[src/rtl/cpu_slave_responder.sv]
// ============================================================================
// cpu_slave_responder
//
// Target side of the 68030-style asynchronous bus handshake. The host strobes
// (AS, DS, CS) are brought into the CLK domain through two-flop synchronisers.
// An access is decoded into a one-cycle register read or write strobe with
// byte-lane enables. Wait states are inserted, and the cycle is then
// terminated with a 32-bit DSACK, or with BERR when the optional timeout is
// built.
//
// Optional feature macro: CPU_RESP_BERR_TIMEOUT_EN
//   defined   : timeout counter and BERR state are built; TIMEOUT is honoured
//   undefined : no timeout logic, BERR tied low, WAIT holds until REG_RDY
//               is high or the address strobe goes away
//
// Parameters:
//   WAIT_CYCLES  minimum extra wait cycles before DSACK (0..15)
//   TIMEOUT      cycles from DECODE entry before BERR (2..255)
//
// Ports:
//   CLK, nRESET      system clock, asynchronous active-low reset
//   AS, DS, CS       asynchronous address strobe, data strobe, chip select
//   RW, SIZ, ADDR    access direction, transfer size, byte address
//   REG_RDY          register file ready
//   REG_ADDR         latched ADDR[7:2]
//   BYTE_EN          active byte lanes, bit 3 = D31:24 (offset 0)
//   REG_RD, REG_WR   one-cycle register read / write strobes
//   DOE              data output enable during reads
//   DSACK0, DSACK1   cycle termination (both asserted: 32-bit port)
//   BERR             bus error termination
// ============================================================================
module cpu_slave_responder #(
    parameter int WAIT_CYCLES = 1,
    parameter int TIMEOUT     = 64
) (
    input  logic       CLK,
    input  logic       nRESET,
    input  logic       AS,
    input  logic       DS,
    input  logic       CS,
    input  logic       RW,
    input  logic [1:0] SIZ,
    input  logic [7:0] ADDR,
    input  logic       REG_RDY,
    output logic [5:0] REG_ADDR,
    output logic [3:0] BYTE_EN,
    output logic       REG_RD,
    output logic       REG_WR,
    output logic       DOE,
    output logic       DSACK0,
    output logic       DSACK1,
    output logic       BERR
);

    typedef enum logic [2:0] {
        S_IDLE,
        S_DECODE,
        S_STROBE,
        S_WAIT,
        S_ACK,
        S_BERR
    } state_t;

    state_t     state;
    logic       as_meta, as_s;
    logic       ds_meta, ds_s;
    logic       cs_meta, cs_s;
    logic       rw_latched;
    logic [5:0] reg_addr;
    logic [3:0] byte_en;
    logic [3:0] wait_cnt;

    // Lanes run from the offset up to the end of the transfer, clipped at the
    // end of the 32-bit port. Lane offset k maps to bit 3-k.
    function automatic logic [3:0] lane_mask(input logic [1:0] siz,
                                             input logic [1:0] ofs);
        logic [2:0] len;
        logic [2:0] last;
        len  = (siz == 2'b00) ? 3'd4 : {1'b0, siz};
        last = {1'b0, ofs} + len;
        if (last > 3'd4) begin
            last = 3'd4;
        end
        return (4'hF >> ofs) & ~(4'hF >> last);
    endfunction

    // Two-flop synchronisers for the asynchronous host strobes.
    always_ff @(posedge CLK or negedge nRESET) begin
        if (!nRESET) begin
            as_meta <= 1'b0;
            as_s    <= 1'b0;
            ds_meta <= 1'b0;
            ds_s    <= 1'b0;
            cs_meta <= 1'b0;
            cs_s    <= 1'b0;
        end else begin
            as_meta <= AS;
            as_s    <= as_meta;
            ds_meta <= DS;
            ds_s    <= ds_meta;
            cs_meta <= CS;
            cs_s    <= cs_meta;
        end
    end

`ifdef CPU_RESP_BERR_TIMEOUT_EN
    logic [7:0] timeout_cnt;
    logic       timed_out;

    assign timed_out = (timeout_cnt >= TIMEOUT[7:0]);

    // Counts every cycle the access is in flight before termination,
    // saturating so a very long stall can never wrap back below TIMEOUT.
    always_ff @(posedge CLK or negedge nRESET) begin
        if (!nRESET) begin
            timeout_cnt <= 8'd0;
        end else if (state == S_IDLE) begin
            timeout_cnt <= 8'd0;
        end else if ((state == S_DECODE || state == S_STROBE || state == S_WAIT)
                     && timeout_cnt != 8'hFF) begin
            timeout_cnt <= timeout_cnt + 8'd1;
        end
    end
`else
    logic unused_timeout;
    assign unused_timeout = ^TIMEOUT;
`endif

    // Handshake state machine. A dropped address strobe always takes
    // priority and returns to IDLE. In WAIT a ready register file beats a
    // simultaneous timeout.
    always_ff @(posedge CLK or negedge nRESET) begin
        if (!nRESET) begin
            state      <= S_IDLE;
            rw_latched <= 1'b0;
            reg_addr   <= 6'd0;
            byte_en    <= 4'd0;
            wait_cnt   <= 4'd0;
        end else begin
            case (state)
                S_IDLE: begin
                    if (as_s && cs_s) begin
                        state <= S_DECODE;
                    end
                end
                S_DECODE: begin
                    reg_addr   <= ADDR[7:2];
                    rw_latched <= RW;
                    byte_en    <= lane_mask(SIZ, ADDR[1:0]);
                    if (!as_s) begin
                        state <= S_IDLE;
                    end else if (ds_s) begin
                        state <= S_STROBE;
`ifdef CPU_RESP_BERR_TIMEOUT_EN
                    end else if (timed_out) begin
                        state <= S_BERR;
`endif
                    end
                end
                S_STROBE: begin
                    if (!as_s) begin
                        state <= S_IDLE;
                    end else begin
                        wait_cnt <= WAIT_CYCLES[3:0];
                        state    <= S_WAIT;
                    end
                end
                S_WAIT: begin
                    if (!as_s) begin
                        state <= S_IDLE;
                    end else if (wait_cnt == 4'd0 && REG_RDY) begin
                        state <= S_ACK;
`ifdef CPU_RESP_BERR_TIMEOUT_EN
                    end else if (timed_out) begin
                        state <= S_BERR;
`endif
                    end else if (wait_cnt != 4'd0) begin
                        wait_cnt <= wait_cnt - 4'd1;
                    end
                end
                S_ACK, S_BERR: begin
                    if (!as_s) begin
                        state <= S_IDLE;
                    end
                end
                default: state <= S_IDLE;
            endcase
        end
    end

    // Moore outputs decoded from the state register and the access latches.
    assign REG_ADDR = reg_addr;
    assign BYTE_EN  = byte_en;
    assign REG_RD   = (state == S_STROBE) && rw_latched;
    assign REG_WR   = (state == S_STROBE) && !rw_latched;
    assign DOE      = rw_latched &&
                      (state == S_STROBE || state == S_WAIT || state == S_ACK);
    assign DSACK0   = (state == S_ACK);
    assign DSACK1   = (state == S_ACK);
`ifdef CPU_RESP_BERR_TIMEOUT_EN
    assign BERR     = (state == S_BERR);
`else
    assign BERR     = 1'b0;
`endif

endmodule

[config.mk]
export PLATFORM = sky130hd
export DESIGN_NAME = cpu_slave_responder
export DESIGN_NICKNAME = d
export VERILOG_FILES = /design/src/rtl/cpu_slave_responder.sv
export SDC_FILE = /design/constraint.sdc
export NUM_CORES = 1
export LEC_CHECK = 0
export ABC_CLOCK_PERIOD_IN_PS = 3450
export BUFFER_PORTS_ARGS = -buffer_cell sky130_fd_sc_hd__buf_2
export CORE_ASPECT_RATIO = 1.25
export CORE_MARGIN = 2
export CORE_UTILIZATION = 45
export CTS_CLUSTER_DIAMETER = 150
export DETAILED_ROUTE_END_ITERATION = 10
export HOLD_SLACK_MARGIN = 0.15
export PLACE_DENSITY = 0.71
export SYNTH_ARGS = -nofsm -noshare
export SYNTH_HDL_FRONTEND = slang
export SYNTH_SLANG_ARGS = --single-unit
[constraint.sdc]
create_clock -name CLK -period 3.45 [get_ports CLK]
set_clock_uncertainty 0.05 [all_clocks]
set_input_delay 0.1725 -clock CLK [delete_from_list [all_inputs] [get_ports CLK]]
set_output_delay 0.1725 -clock CLK [all_outputs]
set_load 0.02 [all_outputs]
==> flow_metrics.py <==
metrics = {
    "yosys": {
        "synth_area_sq_mm": 0.00117,
        "syn-num-nets": 137,
        "yosysTopAreaCell": "dfrtp_1",
        "ys_types": 43,
        "yosys_warnings": 0,
        "synth_common_cells": "26 x nand2_1, 24 x dfrtp_1, 6 x inv_1",
        "synth.most_common_cell": "nand2_1",
        "ys_seq_area_frac": 0.513,
        "synthTopCellsByArea": "dfrtp_1 51%, nand2_1 8.3%, ha_1 3.2%, nor3b_2 2.1%, buf_4 1.9%",
        "ys_async_sr_fraction": 1.00,
        "syn_inst": 116,
        "ys_seq_elements": 24,
        "postSynthAreaPerCell_sq_um": 10.1,
        "synth_top_cell_area_share": 0.513,
        "synth_ff_type": "dfrtp_1",
        "synth_edf_count": 0,
    },
    "drt": {
        "routedWlPerCell_microns": 12.5,
        "wirelength_mm": 2.39,
        "antenna_left": 0,
        "via_per_inst": 5.16,
        "dr.pass1.iters": 4,
        "vias": 985,
        "drc": 0,
        "drt_iter0_drc": 19,
    },
    "clocking": {
        "cts_setup_buffers": 0,
        "htreeDepth": 1,
        "cts_buffers": 3,
        "ctsHoldBuffers": 15,
        "path_clk_slew_ns": 0.12,
        "clock-sinks": 24,
        "clk_latency_ns": 0.31,
        "clock_path_buffers": 2,
        "cts_resized": 0,
        "cts_tree": "yes",
        "cts-root-buf": "clkbuf_4",
    },
    "power": {
        "finalPower_uw": 923,
        "sw_frac_of_total": 0.382,
        "p_comb_frac": 0.383,
        "p_leak_uw": 0.000764,
        "power.internal_uw": 570,
        "power.share.sequential": 0.462,
        "clkPwrFrac": 0.155,
        "p_per_area_mw_per_mm2": 615,
        "irDropWorstVdd_v": 0.000460,
        "p_sw_uw": 353,
    },
    "critical_path": {
        "cp-startpoint": "state[0]$_DFFE_PN0P_",
        "r2r_slack_ns": 1.25,
        "worstPathRequired_ns": 3.66,
        "r2r_cells": 3,
        "critPathLaunchType": "register",
        "crit_end": "BYTE_EN[3]$_DFFE_PN0P_",
        "critPathMaxFanout": 14,
        "crit_type": "register to register",
        "r2r-end": "BYTE_EN[3]$_DFFE_PN0P_",
        "cp.arrival_ns": 2.41,
        "worst_setup_path_end_kind": "register",
        "reg2reg_from": "state[0]$_DFFE_PN0P_",
    },
    "timing": {
        "max_clock_freq_ghz": 0.454,
        "slew_viol_final": 0,
        "worst_pin_slew_ns": 0.523,
        "rsz0062_at_grt": "no",
        "whs_ns": 0.223,
        "final.setup.tns_ns": 0,
        "hold_viol": 0,
        "max-slew-margin-rel": 0.651,
        "fin_crit_ns": 2.20,
        "final-setup-viol-count": 0,
        "post-route-period-util": 0.638,
    },
    "cells_and_area": {
        "nets": 180,
        "area_delta_synth_final_pct": 28.2,
        "seqCellArea_sq_um": 601,
        "antenna_cells": 0,
        "drive_above_1_share": 0.253,
        "fin_util": 0.612,
        "fill_cells": 229,
        "multi_input_area_sq_um": 492,
    },
    "floorplanning": {
        "core_area_sq_mm": 0.00245,
        "die_h_microns": 61.0,
        "die-area_sq_mm": 0.00303,
        "fp-row-count": 20,
        "die_x_microns": 49.6,
        "initial_core_util": 0.478,
        "ios": 33,
    },
    "job": {
        "drv_cap": 0,
    },
    "outcome": {
        "status": "completed",
    },
    "grt": {
        "antenna_found_initial": 0,
        "grt_pass1_wl_mm": 4.00,
        "grt_overflow": 0,
        "grt_max_degree": 25,
        "first_global_vias": 907,
        "track_usage": 0.179,
    },
    "place": {
        "dp_hpwl_mm": 1.69,
        "port_buffers": 31,
        "place_congestion": 0.754,
    },
    "hold_path": {
        "hold_path.class": "primary input to register",
    },
}
## per-stage QoR
stage	worst slack, ns	cells	instance area [sq um]
after CTS	1.26	191	1500
final	1.25	191	1500
after floorplan	1.71	116	1170
after detailed placement	1.69	172	1320
after global routing	1.13	191	1500
after global placement	1.76	172	1320
## worst min-delay path by stage
| stage | from | endpoint | slack [ns] | cells after the start |
|---|---|---|---|---|
| after global placement | nRESET | state[0]$_DFFE_PN0P_ | 0.13 | 1 |
| after floorplan | nRESET | BYTE_EN[0]$_DFFE_PN0P_ | -0.17 | 0 |
| after detailed placement | nRESET | state[1]$_DFFE_PN0P_ | 0.13 | 1 |
| after global routing | SIZ[1] | BYTE_EN[0]$_DFFE_PN0P_ | 0.26 | 4 |
| after CTS | SIZ[1] | BYTE_EN[0]$_DFFE_PN0P_ | 0.21 | 4 |
| final | SIZ[1] | BYTE_EN[0]$_DFFE_PN0P_ | 0.22 | 4 |
## per-layer routing
metal  GRT usage  wire length (microns)  vias up
li1            -                      -      476
met2       0.328                   1280       24
met5           0                      0        -
met4       0.111                     51        0
met3      0.0170                     73        4
met1       0.205                    990      481
## cell usage in the layout, fill, tap and decap left out, types with 3 or more instances in the layout
cell,count
buf_2,31
a21oi_1,3
ha_1,3
dfrtp_1,24
dlygate4sd3_1,15
clkbuf_4,3
nor2b_1,3
inv_1,6
nand2_1,26
## logic make-up (layout without fill, tap and decap cells)
kind of cell,after synthesis,after routing,synth area share
adder cells (fa/ha/maj),4,4,0.0491
AND/OR/NAND/NOR,53,53,0.243
AO/OA/AOI/OAI,19,19,0.125
buffers and inverters,15,57,0.0673
other,1,1,0.00320
flip-flops,24,24,0.513
## power by group through the flow
stage	logic (uW)	registers (uW)	clock network (uW)
floorplan	188	475	0
global placement	326	428	0
detailed placement	339	431	0
CTS	356	426	150
global route	397	438	158
finish	353	427	143
## registers in the layout, summed over array words and instances, names as in the netlist
register    count
cs_meta         1
as_meta         1
wait_cnt        4
ds_meta         1
REG_ADDR        6
ds_s            1
state           3
as_s            1
rw_latched      1
BYTE_EN         4
cs_s            1
## critical path, cell delays in order, from the launching register on
cell	delay (ns)
dfrtp_1	0.62
or3b_1	0.62
o31ai_1	0.27
dlygate4sd3_1	0.58
## cell type report
class | count | area share
Sequential cell | 24 | 0.400
Timing Repair Buffer | 46 | 0.203
Multi-Input combinational cell | 77 | 0.328
Tap cell | 33 | 0.0275
Inverter | 7 | 0.0175
Clock buffer | 4 | 0.0242
Power figures use the tool's default switching activity.
